===== src/rtl/fifo_rr_write_arbiter_if.sv =====
// Producer-side beat handshake plus FIFO write port, bundled for the
// round-robin FIFO write arbiter.
interface fifo_rr_write_arbiter_if #(
  parameter type DTYPE    = logic [7:0],
  parameter int  NUM_REQ  = 4,
  parameter int  ID_WIDTH = $clog2(NUM_REQ)
);
  logic [NUM_REQ-1:0] req_valid;
  logic [NUM_REQ-1:0] req_last;
  DTYPE [NUM_REQ-1:0] req_data;
  logic [NUM_REQ-1:0] req_ready;
  logic               fifo_wen;
  DTYPE               fifo_wdata;
  logic               fifo_full;
  logic               fifo_afull;
  logic [ID_WIDTH-1:0] grant_id;
  logic               busy;

  modport slave (
    input  req_valid, req_last, req_data, fifo_full, fifo_afull,
    output req_ready, fifo_wen, fifo_wdata, grant_id, busy
  );

  modport master (
    output req_valid, req_last, req_data, fifo_full, fifo_afull,
    input  req_ready, fifo_wen, fifo_wdata, grant_id, busy
  );
endinterface


===== src/rtl/fifo_rr_write_arbiter.sv =====
// Round-robin arbiter sharing one FIFO write port among NUM_REQ producers,
// with burst lock capped at MAX_BURST beats per grant.
module fifo_rr_write_arbiter #(
  parameter type DTYPE     = logic [7:0],
  parameter int  NUM_REQ   = 4,
  parameter int  MAX_BURST = 4,
  parameter int  ID_WIDTH  = $clog2(NUM_REQ),
  parameter int  CNT_WIDTH = $clog2(MAX_BURST + 1)
) (
  input  logic                  clk,
  input  logic                  rst_n,
  input  logic                  clear,
  fifo_rr_write_arbiter_if.slave bus
);
  typedef enum logic {IDLE, BURST} state_t;

  state_t               state_q, state_d;
  logic [ID_WIDTH-1:0]  rr_q, rr_d;
  logic [ID_WIDTH-1:0]  gid_q, gid_d;
  logic [CNT_WIDTH-1:0] cnt_q, cnt_d;
  logic                 busy_q, busy_d;

  logic [ID_WIDTH-1:0]  sel;
  logic [ID_WIDTH:0]    idx;
  logic                 found;
  logic                 grant;
  logic                 beat;
  logic                 single;
  DTYPE                 wdata;

  function automatic logic [ID_WIDTH-1:0] nxt(input logic [ID_WIDTH-1:0] p);
    return (p == ID_WIDTH'(NUM_REQ - 1)) ? '0 : p + 1'b1;
  endfunction

  // Selection and beat accept; ready never looks at ready, only valid/last/full.
  always_comb begin
    sel   = gid_q;
    idx   = '0;
    found = 1'b0;
    grant = 1'b0;
    if (state_q == IDLE) begin
      for (int k = 0; k < NUM_REQ; k++) begin
        idx = {1'b0, rr_q} + (ID_WIDTH+1)'(k);
        if (idx >= (ID_WIDTH+1)'(NUM_REQ)) idx = idx - (ID_WIDTH+1)'(NUM_REQ);
        if (!found && bus.req_valid[idx[ID_WIDTH-1:0]]) begin
          found = 1'b1;
          sel   = idx[ID_WIDTH-1:0];
        end
      end
      grant = found && !bus.fifo_full &&
              (bus.req_last[sel] || MAX_BURST == 1 || !bus.fifo_afull);
    end else begin
      grant = !bus.fifo_full;
    end
    if (!rst_n || clear) grant = 1'b0;
    beat   = grant && bus.req_valid[sel];
    single = bus.req_last[sel] || MAX_BURST == 1;
    wdata  = bus.req_data[sel];
  end

  assign bus.req_ready  = grant ? (NUM_REQ'(1) << sel) : '0;
  assign bus.fifo_wen   = beat;
  assign bus.fifo_wdata = wdata;
  assign bus.grant_id   = gid_q;
  assign bus.busy       = busy_q;

  always_comb begin
    state_d = state_q;
    rr_d    = rr_q;
    gid_d   = gid_q;
    cnt_d   = cnt_q;
    busy_d  = busy_q;
    if (clear) begin
      state_d = IDLE;
      rr_d    = '0;
      gid_d   = '0;
      cnt_d   = '0;
      busy_d  = 1'b0;
    end else if (beat) begin
      case (state_q)
        IDLE: begin
          gid_d = sel;
          if (single) begin
            rr_d = nxt(sel);
          end else begin
            state_d = BURST;
            cnt_d   = CNT_WIDTH'(1);
            busy_d  = 1'b1;
          end
        end
        BURST: begin
          if (bus.req_last[gid_q] || (cnt_q + 1'b1) == CNT_WIDTH'(MAX_BURST)) begin
            state_d = IDLE;
            rr_d    = nxt(gid_q);
            cnt_d   = '0;
            busy_d  = 1'b0;
          end else begin
            cnt_d = cnt_q + 1'b1;
          end
        end
        default: state_d = IDLE;
      endcase
    end
  end

  always_ff @(posedge clk or negedge rst_n) begin
    if (!rst_n) begin
      state_q <= IDLE;
      rr_q    <= '0;
      gid_q   <= '0;
      cnt_q   <= '0;
      busy_q  <= 1'b0;
    end else begin
      state_q <= state_d;
      rr_q    <= rr_d;
      gid_q   <= gid_d;
      cnt_q   <= cnt_d;
      busy_q  <= busy_d;
    end
  end
endmodule


===== src/flat_wrapper.sv =====
// flat-port wrapper written by rule: the top's interface ports become plain ports
module fifo_rr_write_arbiter_flat 
#(
  parameter type DTYPE     = logic [7:0],
  parameter int  NUM_REQ   = 4,
  parameter int  MAX_BURST = 4,
  parameter int  ID_WIDTH  = $clog2(NUM_REQ),
  parameter int  CNT_WIDTH = $clog2(MAX_BURST + 1)
)
  (clk, rst_n, clear, bus_req_valid, bus_req_last, bus_req_data, bus_fifo_full, bus_fifo_afull, bus_req_ready, bus_fifo_wen, bus_fifo_wdata, bus_grant_id, bus_busy);
  fifo_rr_write_arbiter_if #(.DTYPE(DTYPE), .NUM_REQ(NUM_REQ), .ID_WIDTH(ID_WIDTH)) bus_i ();
  input  logic clk;
  input  logic rst_n;
  input  logic clear;
  input wire logic [$bits(bus_i.req_valid)-1:0] bus_req_valid;
  input wire logic [$bits(bus_i.req_last)-1:0] bus_req_last;
  input wire logic [$bits(bus_i.req_data)-1:0] bus_req_data;
  input wire logic [$bits(bus_i.fifo_full)-1:0] bus_fifo_full;
  input wire logic [$bits(bus_i.fifo_afull)-1:0] bus_fifo_afull;
  output wire logic [$bits(bus_i.req_ready)-1:0] bus_req_ready;
  output wire logic [$bits(bus_i.fifo_wen)-1:0] bus_fifo_wen;
  output wire logic [$bits(bus_i.fifo_wdata)-1:0] bus_fifo_wdata;
  output wire logic [$bits(bus_i.grant_id)-1:0] bus_grant_id;
  output wire logic [$bits(bus_i.busy)-1:0] bus_busy;
  assign bus_i.req_valid = bus_req_valid;
  assign bus_i.req_last = bus_req_last;
  assign bus_i.req_data = bus_req_data;
  assign bus_i.fifo_full = bus_fifo_full;
  assign bus_i.fifo_afull = bus_fifo_afull;
  assign bus_req_ready = bus_i.req_ready;
  assign bus_fifo_wen = bus_i.fifo_wen;
  assign bus_fifo_wdata = bus_i.fifo_wdata;
  assign bus_grant_id = bus_i.grant_id;
  assign bus_busy = bus_i.busy;
  fifo_rr_write_arbiter #(.DTYPE(DTYPE), .NUM_REQ(NUM_REQ), .MAX_BURST(MAX_BURST), .ID_WIDTH(ID_WIDTH), .CNT_WIDTH(CNT_WIDTH)) u_core (.clk(clk), .rst_n(rst_n), .clear(clear), .bus(bus_i));
endmodule

===== config.mk =====
export PLATFORM = sky130hd
export DESIGN_NAME = fifo_rr_write_arbiter_flat
export DESIGN_NICKNAME = d
export VERILOG_FILES = /design/src/rtl/fifo_rr_write_arbiter_if.sv /design/src/rtl/fifo_rr_write_arbiter.sv /design/src/flat_wrapper.sv
export SDC_FILE = /design/constraint.sdc
export NUM_CORES = 1
export LEC_CHECK = 0
export CAP_MARGIN = 30
export CORE_UTILIZATION = 42
export DETAILED_ROUTE_END_ITERATION = 10
export HOLD_SLACK_MARGIN = 0.02
export PLACE_DENSITY = 0.85
export SYNTH_ARGS = -nofsm -noshare
export SYNTH_HDL_FRONTEND = slang
export SYNTH_SLANG_ARGS = --single-unit

===== constraint.sdc =====
create_clock -name clk -period 8.4 [get_ports clk]
set_input_delay 2.1 -clock clk [delete_from_list [all_inputs] [get_ports clk]]
set_output_delay 2.1 -clock clk [all_outputs]
set_load 0.05 [all_outputs]

After elaboration in Yosys (flattened, before gate mapping)

Cells that the tools add are included.

Output and inout bits: 16
Register bits: 9
Bits of input ports: 45

Reduce and logical (&&, ||, !) cells: 20
Bitwise gates (word level): 1
Order comparisons: 11
Shifts and indexed selects: 1
Muxes and demuxes: 68
Equality and inequality tests: 7
Add/sub/neg operators: 10

Operators with widths:

| kind                                                        | count |
|---|---|
| two-way mux 2 bit                                           | 23 |
| two-way mux 1 bit                                           | 26 |
| less-than comparator 2 x 3 -> 1 bit (second input constant) | 7 |
| binary-select mux 1 bit (select 2 bit)                      | 8 |
| binary-select mux 8 bit (select 2 bit)                      | 1 |
| two-way mux 3 bit                                           | 4 |
| greater-or-equal comparator 3 bit (second input constant)   | 3 |
| two-way mux 8 bit                                           | 1 |
| subtractor 2 x 1 -> 2 bit (second input constant)           | 4 |
| adder 2 x 2 -> 3 bit (second input constant)                | 2 |
| logical AND 1 bit                                           | 6 |
| logical NOT 1 bit                                           | 6 |
| inequality test 3 bit (second input constant)               | 2 |
| one-hot mux 3 bit (2 select lines)                          | 1 |
| AND reduction 3 bit                                         | 2 |
| adder 2 x 1 -> 2 bit (second input constant)                | 2 |
| equality test 2 bit (second input constant)                 | 2 |
| two-way mux 4 bit                                           | 1 |
| one-hot mux 1 bit (2 select lines)                          | 2 |
| one-hot mux 2 bit (2 select lines)                          | 1 |
| AND reduction 2 bit                                         | 2 |
| << shifter 1 x 2 -> 4 bit (first input constant)            | 1 |
| adder 2 x 1 -> 3 bit (second input constant)                | 1 |
| adder 3 x 1 -> 3 bit (second input constant)                | 1 |
| 7 further kinds                                             | 9 |

Depth between registers and ports, before layout

Depth after elaboration: 28
Mapped depth: 12
Depth with buffers taken out: 9

Worst setup path before layout

Ideal clock, no wire load.

Kind: input-to-output
Start point: in bus_req_valid[3]
End point: out bus_fifo_wdata[0]
Arrival time: 4.302 ns
Stages: 8
Data required time: 6.300 ns
Path slack: 1.998 ns
Path buffers: 1
Cell sequence: nand2b_1 -> or4_1 -> o311ai_2 -> a311oi_2 -> a21o_1 -> inv_2 -> buf_4 -> mux4_2

Cells in the longest elaborated chain, start to end: 19
Elaborated cells on any way between the ends: 28
Those cells by class: mux: 22; reduce/logical: 6

Ends and longest elaborated chain:

| what                                      | RTL line                    | RTL |
|---|---|---|
| start: declaration                        | flat_wrapper.sv:15          | `input wire logic [$bits(bus_i.req_valid)-1:0] bus_req_valid;` |
| binary-select mux 1 bit (select 2 bit)    | fifo_rr_write_arbiter.sv:45 | `if (!found && bus.req_valid[idx[ID_WIDTH-1:0]]) begin` |
| two-way mux 1 bit (implied by the code)   | fifo_rr_write_arbiter.sv:45 |  |
| two-way mux 1 bit                         | fifo_rr_write_arbiter.sv:45 |  |
| two-way mux 1 bit                         | fifo_rr_write_arbiter.sv:41 | `if (state_q == IDLE) begin` |
| logical NOT 1 bit                         | fifo_rr_write_arbiter.sv:45 |  |
| logical AND 1 bit                         | fifo_rr_write_arbiter.sv:45 |  |
| two-way mux 1 bit                         | fifo_rr_write_arbiter.sv:45 |  |
| two-way mux 1 bit                         | fifo_rr_write_arbiter.sv:41 |  |
| [2 not listed]                            | n/a                         |  |
| two-way mux 1 bit                         | fifo_rr_write_arbiter.sv:45 |  |
| two-way mux 1 bit                         | fifo_rr_write_arbiter.sv:41 |  |
| logical NOT 1 bit                         | fifo_rr_write_arbiter.sv:45 |  |
| logical AND 1 bit                         | fifo_rr_write_arbiter.sv:45 |  |
| two-way mux 2 bit *                       | fifo_rr_write_arbiter.sv:45 |  |
| two-way mux 2 bit * (2 in a row)          | fifo_rr_write_arbiter.sv:41 |  |
| binary-select mux 8 bit (select 2 bit) *  | fifo_rr_write_arbiter.sv:58 | `wdata = bus.req_data[sel];` |
| two-way mux 8 bit (implied by the code) * | fifo_rr_write_arbiter.sv:58 |  |
| end: declaration                          | flat_wrapper.sv:22          | `output wire logic [$bits(bus_i.fifo_wdata)-1:0] bus_fifo_wdata;` |

Every way passes the cells marked *; elsewhere a longest branch is shown, timed or not. The select of a mux whose other input is x is not followed.

Worst setup path after layout

Start point: in bus_req_valid[0]
End point: out bus_fifo_wdata[1]

The elaborated chain is that of the path after synthesis.

==> flow_metrics.py <==
metrics = {
    "status": {
        "outcome": "finished clean",
    },
    "synthesis": {
        "number_of_enable_flip_flop_cells_after_synthesis": 0,
        "yosys-top-cells-count": "10 x sky130_fd_sc_hd__nor2_1, 9 x sky130_fd_sc_hd__dfrtp_1, 9 x sky130_fd_sc_hd__mux4_2",
        "yosys.cell_types.count": 57,
        "ys_async_rst_share_pct": 100,
        "synth.yosys.seq_area_share_pct": 15.1,
        "synth.most_common_cell": "sky130_fd_sc_hd__nor2_1",
        "seq_cells_post_synth": 9,
        "syn-cell-area_um2": 1500,
        "dominantRegCellSynth": "sky130_fd_sc_hd__dfrtp_1",
        "synth_largest_area_cell": "sky130_fd_sc_hd__dfrtp_1",
        "synth_fp_nets": 208,
        "synth_area_per_cell_um2": 9.58,
        "postSynthCellCount": 156,
        "yosys_warnings": 0,
        "share_of_yosys_cell_area_claimed_by_the_top_area_cell_type_pct": 15.1,
        "post_synth_main_area_contributors": "sky130_fd_sc_hd__dfrtp_1 15%, sky130_fd_sc_hd__mux4_2 14%, sky130_fd_sc_hd__ha_1 5.9%",
    },
    "power_and_ir_drop": {
        "p_total_uw": 222,
        "pwr-share-seq_pct": 21.6,
        "power.net_switching_uw": 94.9,
        "leakage_power_summed_over_all_cells_nw": 0.824,
        "cell_internal_pwr_uw": 127,
        "swShare_pct": 42.8,
        "irDropWorstVdd_uv": 83.5,
        "power.density_cell_area_nw_per_um2": 105,
        "power.clock.fraction_pct": 15.3,
        "relative_contribution_of_combinational_cells_to_total_power_pct": 63.1,
    },
    "routing": {
        "initialDrtViolationCount": 53,
        "average_routed_wire_per_standard_cell_um": 15.9,
        "finalWirelength_um": 4080,
        "post_drt_via_cell_ratio": 5.84,
        "detailed_router_iteration_count_before_antenna_repair": 5,
        "routed-via-count": 1496,
        "drc": 0,
        "postRouteAntennaNets": 0,
    },
    "worst_setup_path": {
        "worst-setup-path-type": "primary input to output port",
        "cpMaxStageDelayCell": "sky130_fd_sc_hd__clkdlybuf4s50_1",
        "cp.arrival_ns": 5.69,
        "worst-path-max-fanout": 13,
        "required_ns": 6.30,
        "crit_path_cell_trace": "clkdlybuf4s50_1 -> mux2_2 -> or4_1 -> o311ai_2 -> a311oi_2 -> a21o_1 -> inv_2 -> mux4_2 -> clkdlybuf4s50_1",
        "crit_path_max_incr_delay_ns": 0.72,
        "worstSetupEndpointType": "output port",
        "kind_of_start_point_of_the_critical_path": "primary input",
        "timing.critical_path.mode_cell": "sky130_fd_sc_hd__clkdlybuf4s50_1",
    },
    "floorplan": {
        "io-pin-count": 61,
        "coreArea_um2": 3360,
        "die_width_um": 61.7,
        "core.rowCount": 21,
        "die_area_um2": 3800,
        "floorplan.initialDensity_pct": 44.5,
        "die_height_um": 61.7,
    },
    "finish": {
        "area_of_the_multi_input_gates_um2": 1150,
        "drive_above_1_share_pct": 17.1,
        "total_inserted_antenna_cells": 0,
        "finish.net_count": 263,
        "seq_area_um2": 225,
        "layout.filler_cells": 300,
        "layout-area-overhead-vs-synth_pct": 41.2,
    },
    "global_route": {
        "vias_in_the_first_global_route": 1341,
        "number_of_antenna_violations_at_the_first_check_in_global_routing": 0,
        "global_route.overflow_total": 0,
        "first_pass_grt_wire_length_um": 6200,
        "groute.usage.overall_pct": 21.8,
        "grt_max_degree": 19,
    },
    "sta": {
        "final_critical_period_ns": 7.79,
        "headroom_to_the_max_slew_limit_pct": 63.5,
        "rsz0062_at_grt": "no",
        "setup_tns_ns": 0,
        "clock_skew_ns": 0.00327,
        "hold_viol_final": 0,
        "fmax_mhz": 128,
        "timing_worst_slew_pin_value_ns": 0.548,
        "report.final.slew_viol_count": 0,
        "postLayoutSetupSlackWorst_ns": 0.613,
        "setup_viol_count_final": 0,
        "final_min_period_over_clock_period_pct": 92.7,
    },
    "clock_tree": {
        "clockBufferDepth": 2,
        "htreeDepth": 1,
        "cts_setup_buffers": 0,
        "tritoncts_clock_tree": "done",
        "clock_insertion_delay_worst_skew_ns": 0.27,
        "cts.repair.resized": 0,
        "clock_sinks": 9,
        "path_clk_slew_ns": 0.06,
        "clock_tree.root_cell": "sky130_fd_sc_hd__clkbuf_4",
        "hold_fix_buffers_at_cts": 0,
        "number_of_buffers_added_by_the_clock_tree_synthesis_step": 3,
    },
    "placed_design": {
        "gp_routability_congestion": 0.911,
        "detailedPlacementHpwl_um": 3140,
        "port_buffers": 60,
        "dp_slack_ns": 0.612,
    },
    "run": {
        "total_of_max_cap_violations": 0,
    },
    "min_path": {
        "min_path_type": "flop to flop",
    },
}
==> cell type report <==
| cell class | count | area share [%] |
|---|---|---|
| sequential | 9 | 10.7 |
| clock inverter | 1 | 0.237 |
| inverter | 8 | 1.42 |
| tap | 46 | 2.73 |
| timing repair buffer | 63 | 29.4 |
| clock buffer | 3 | 1.07 |
| multi-input combinational | 126 | 54.5 |
==> power by group through the flow <==
stage,Combinational (mW),Sequential (mW),Clock [mW]
2_1_floorplan,0.0935,0.0480,0
3_3_place_gp,0.137,0.0485,0
3_5_place_dp,0.139,0.0485,0
4_1_cts,0.140,0.0477,0.0350
5_1_grt,0.149,0.0481,0.0365
6_report,0.140,0.0478,0.0340
==> through the flow <==
| step | instances | utilization [%] | area (um2) | hold slack [ns] |
|---|---|---|---|---|
| after floorplan | 156 | - | 1500 | 0.536 |
| after global placement | 252 | 61.9 | 2080 | 0.562 |
| after detailed placement | 252 | 61.9 | 2080 | 0.578 |
| after CTS | 256 | 62.8 | 2110 | 0.594 |
| after global routing | 256 | 62.8 | 2110 | 0.626 |
| final | 256 | 62.8 | 2110 | 0.591 |
==> cells in the final DEF, fill, tap and decap left out, types with 2 or more instances in the layout <==
| master | netlist | routed |
|---|---|---|
| sky130_fd_sc_hd__nand2b_1 | 5 | 5 |
| sky130_fd_sc_hd__o21ai_1 | 2 | 2 |
| sky130_fd_sc_hd__mux2_2 | 6 | 6 |
| sky130_fd_sc_hd__nor2_1 | 10 | 10 |
| sky130_fd_sc_hd__buf_4 | 2 | 4 |
| sky130_fd_sc_hd__dfrtp_1 | 9 | 9 |
| sky130_fd_sc_hd__a32o_1 | 2 | 2 |
| sky130_fd_sc_hd__clkbuf_4 | 0 | 3 |
| sky130_fd_sc_hd__inv_2 | 2 | 2 |
| sky130_fd_sc_hd__nor3b_1 | 2 | 2 |
| sky130_fd_sc_hd__mux2i_1 | 7 | 7 |
| sky130_fd_sc_hd__nor2b_1 | 7 | 7 |
| sky130_fd_sc_hd__ha_1 | 7 | 7 |
| sky130_fd_sc_hd__and2_1 | 4 | 4 |
| sky130_fd_sc_hd__clkdlybuf4s50_1 | 0 | 59 |
| sky130_fd_sc_hd__a311oi_1 | 4 | 4 |
| sky130_fd_sc_hd__a31oi_1 | 5 | 5 |
| sky130_fd_sc_hd__mux4_2 | 9 | 9 |
| sky130_fd_sc_hd__a311oi_2 | 2 | 2 |
| sky130_fd_sc_hd__nand2_1 | 3 | 3 |
| sky130_fd_sc_hd__nand3b_1 | 2 | 2 |
| sky130_fd_sc_hd__nand3_1 | 3 | 3 |
| sky130_fd_sc_hd__o21ai_0 | 2 | 2 |
| sky130_fd_sc_hd__a21oi_1 | 8 | 8 |
| sky130_fd_sc_hd__inv_1 | 6 | 6 |
| sky130_fd_sc_hd__nor3_1 | 4 | 4 |
| sky130_fd_sc_hd__nand4_1 | 4 | 4 |
==> state kept, by name, indices dropped and copies added (netlist names) <==
name / cells
u_core.bus.busy: 1
u_core.state_q: 1
u_core.bus.grant_id: 2
u_core.rr_q: 2
u_core.cnt_q: 3
==> metal layers <==
metal | global-route usage [%] | up-vias | wire (um) | share of wire, %
met3 | 2.10 | 4 | 291 | 7.1
met4 | 6.35 | 0 | 25 | 0.61
li1 | - | 727 | - | -
met1 | 27.4 | 701 | 1690 | 41
met2 | 39.3 | 64 | 2070 | 51
met5 | 0 | - | 0 | 0
==> critical path, delay by kind of cell <==
| kind | cells | cell delay (ns) |
|---|---|---|
| AND/OR/NAND/NOR | 1 | 0.42 |
| AO/OA/AOI/OAI | 3 | 0.66 |
| buffers and inverters | 3 | 1.59 |
| multiplexers | 2 | 0.91 |
==> worst paths after layout <==
kind                                                  start  cells after the start                          end  slack, ns
worst max-delay path                       bus_req_valid[0]                      9            bus_fifo_wdata[1]       0.61
worst min-delay path            u_core.cnt_q[0]$_DFFE_PN0P_                      1  u_core.cnt_q[0]$_DFFE_PN0P_       0.59
worst max register to register   u_core.rr_q[1]$_DFFE_PN0P_                     10  u_core.cnt_q[2]$_DFFE_PN0P_       5.02
worst min register to register  u_core.cnt_q[0]$_DFFE_PN0P_                      1  u_core.cnt_q[0]$_DFFE_PN0P_       0.59
max in group asynchronous                             rst_n                      1  u_core.bus.busy$_DFFE_PN0P_       5.95
min in group asynchronous                             rst_n                      1  u_core.cnt_q[0]$_DFFE_PN0P_       2.14
==> logic make-up after synthesis <==
group | count (synthesis) | share of synthesized area (%)
multiplexers | 22 | 22.8
buffers and inverters | 21 | 8.03
AO/OA/AOI/OAI | 45 | 27.9
XOR/XNOR | 1 | 0.586
flip-flops | 9 | 15.1
AND/OR/NAND/NOR | 51 | 19.8
adder cells (fa/ha/maj) | 7 | 5.86
Power figures use the tool's default switching activity.
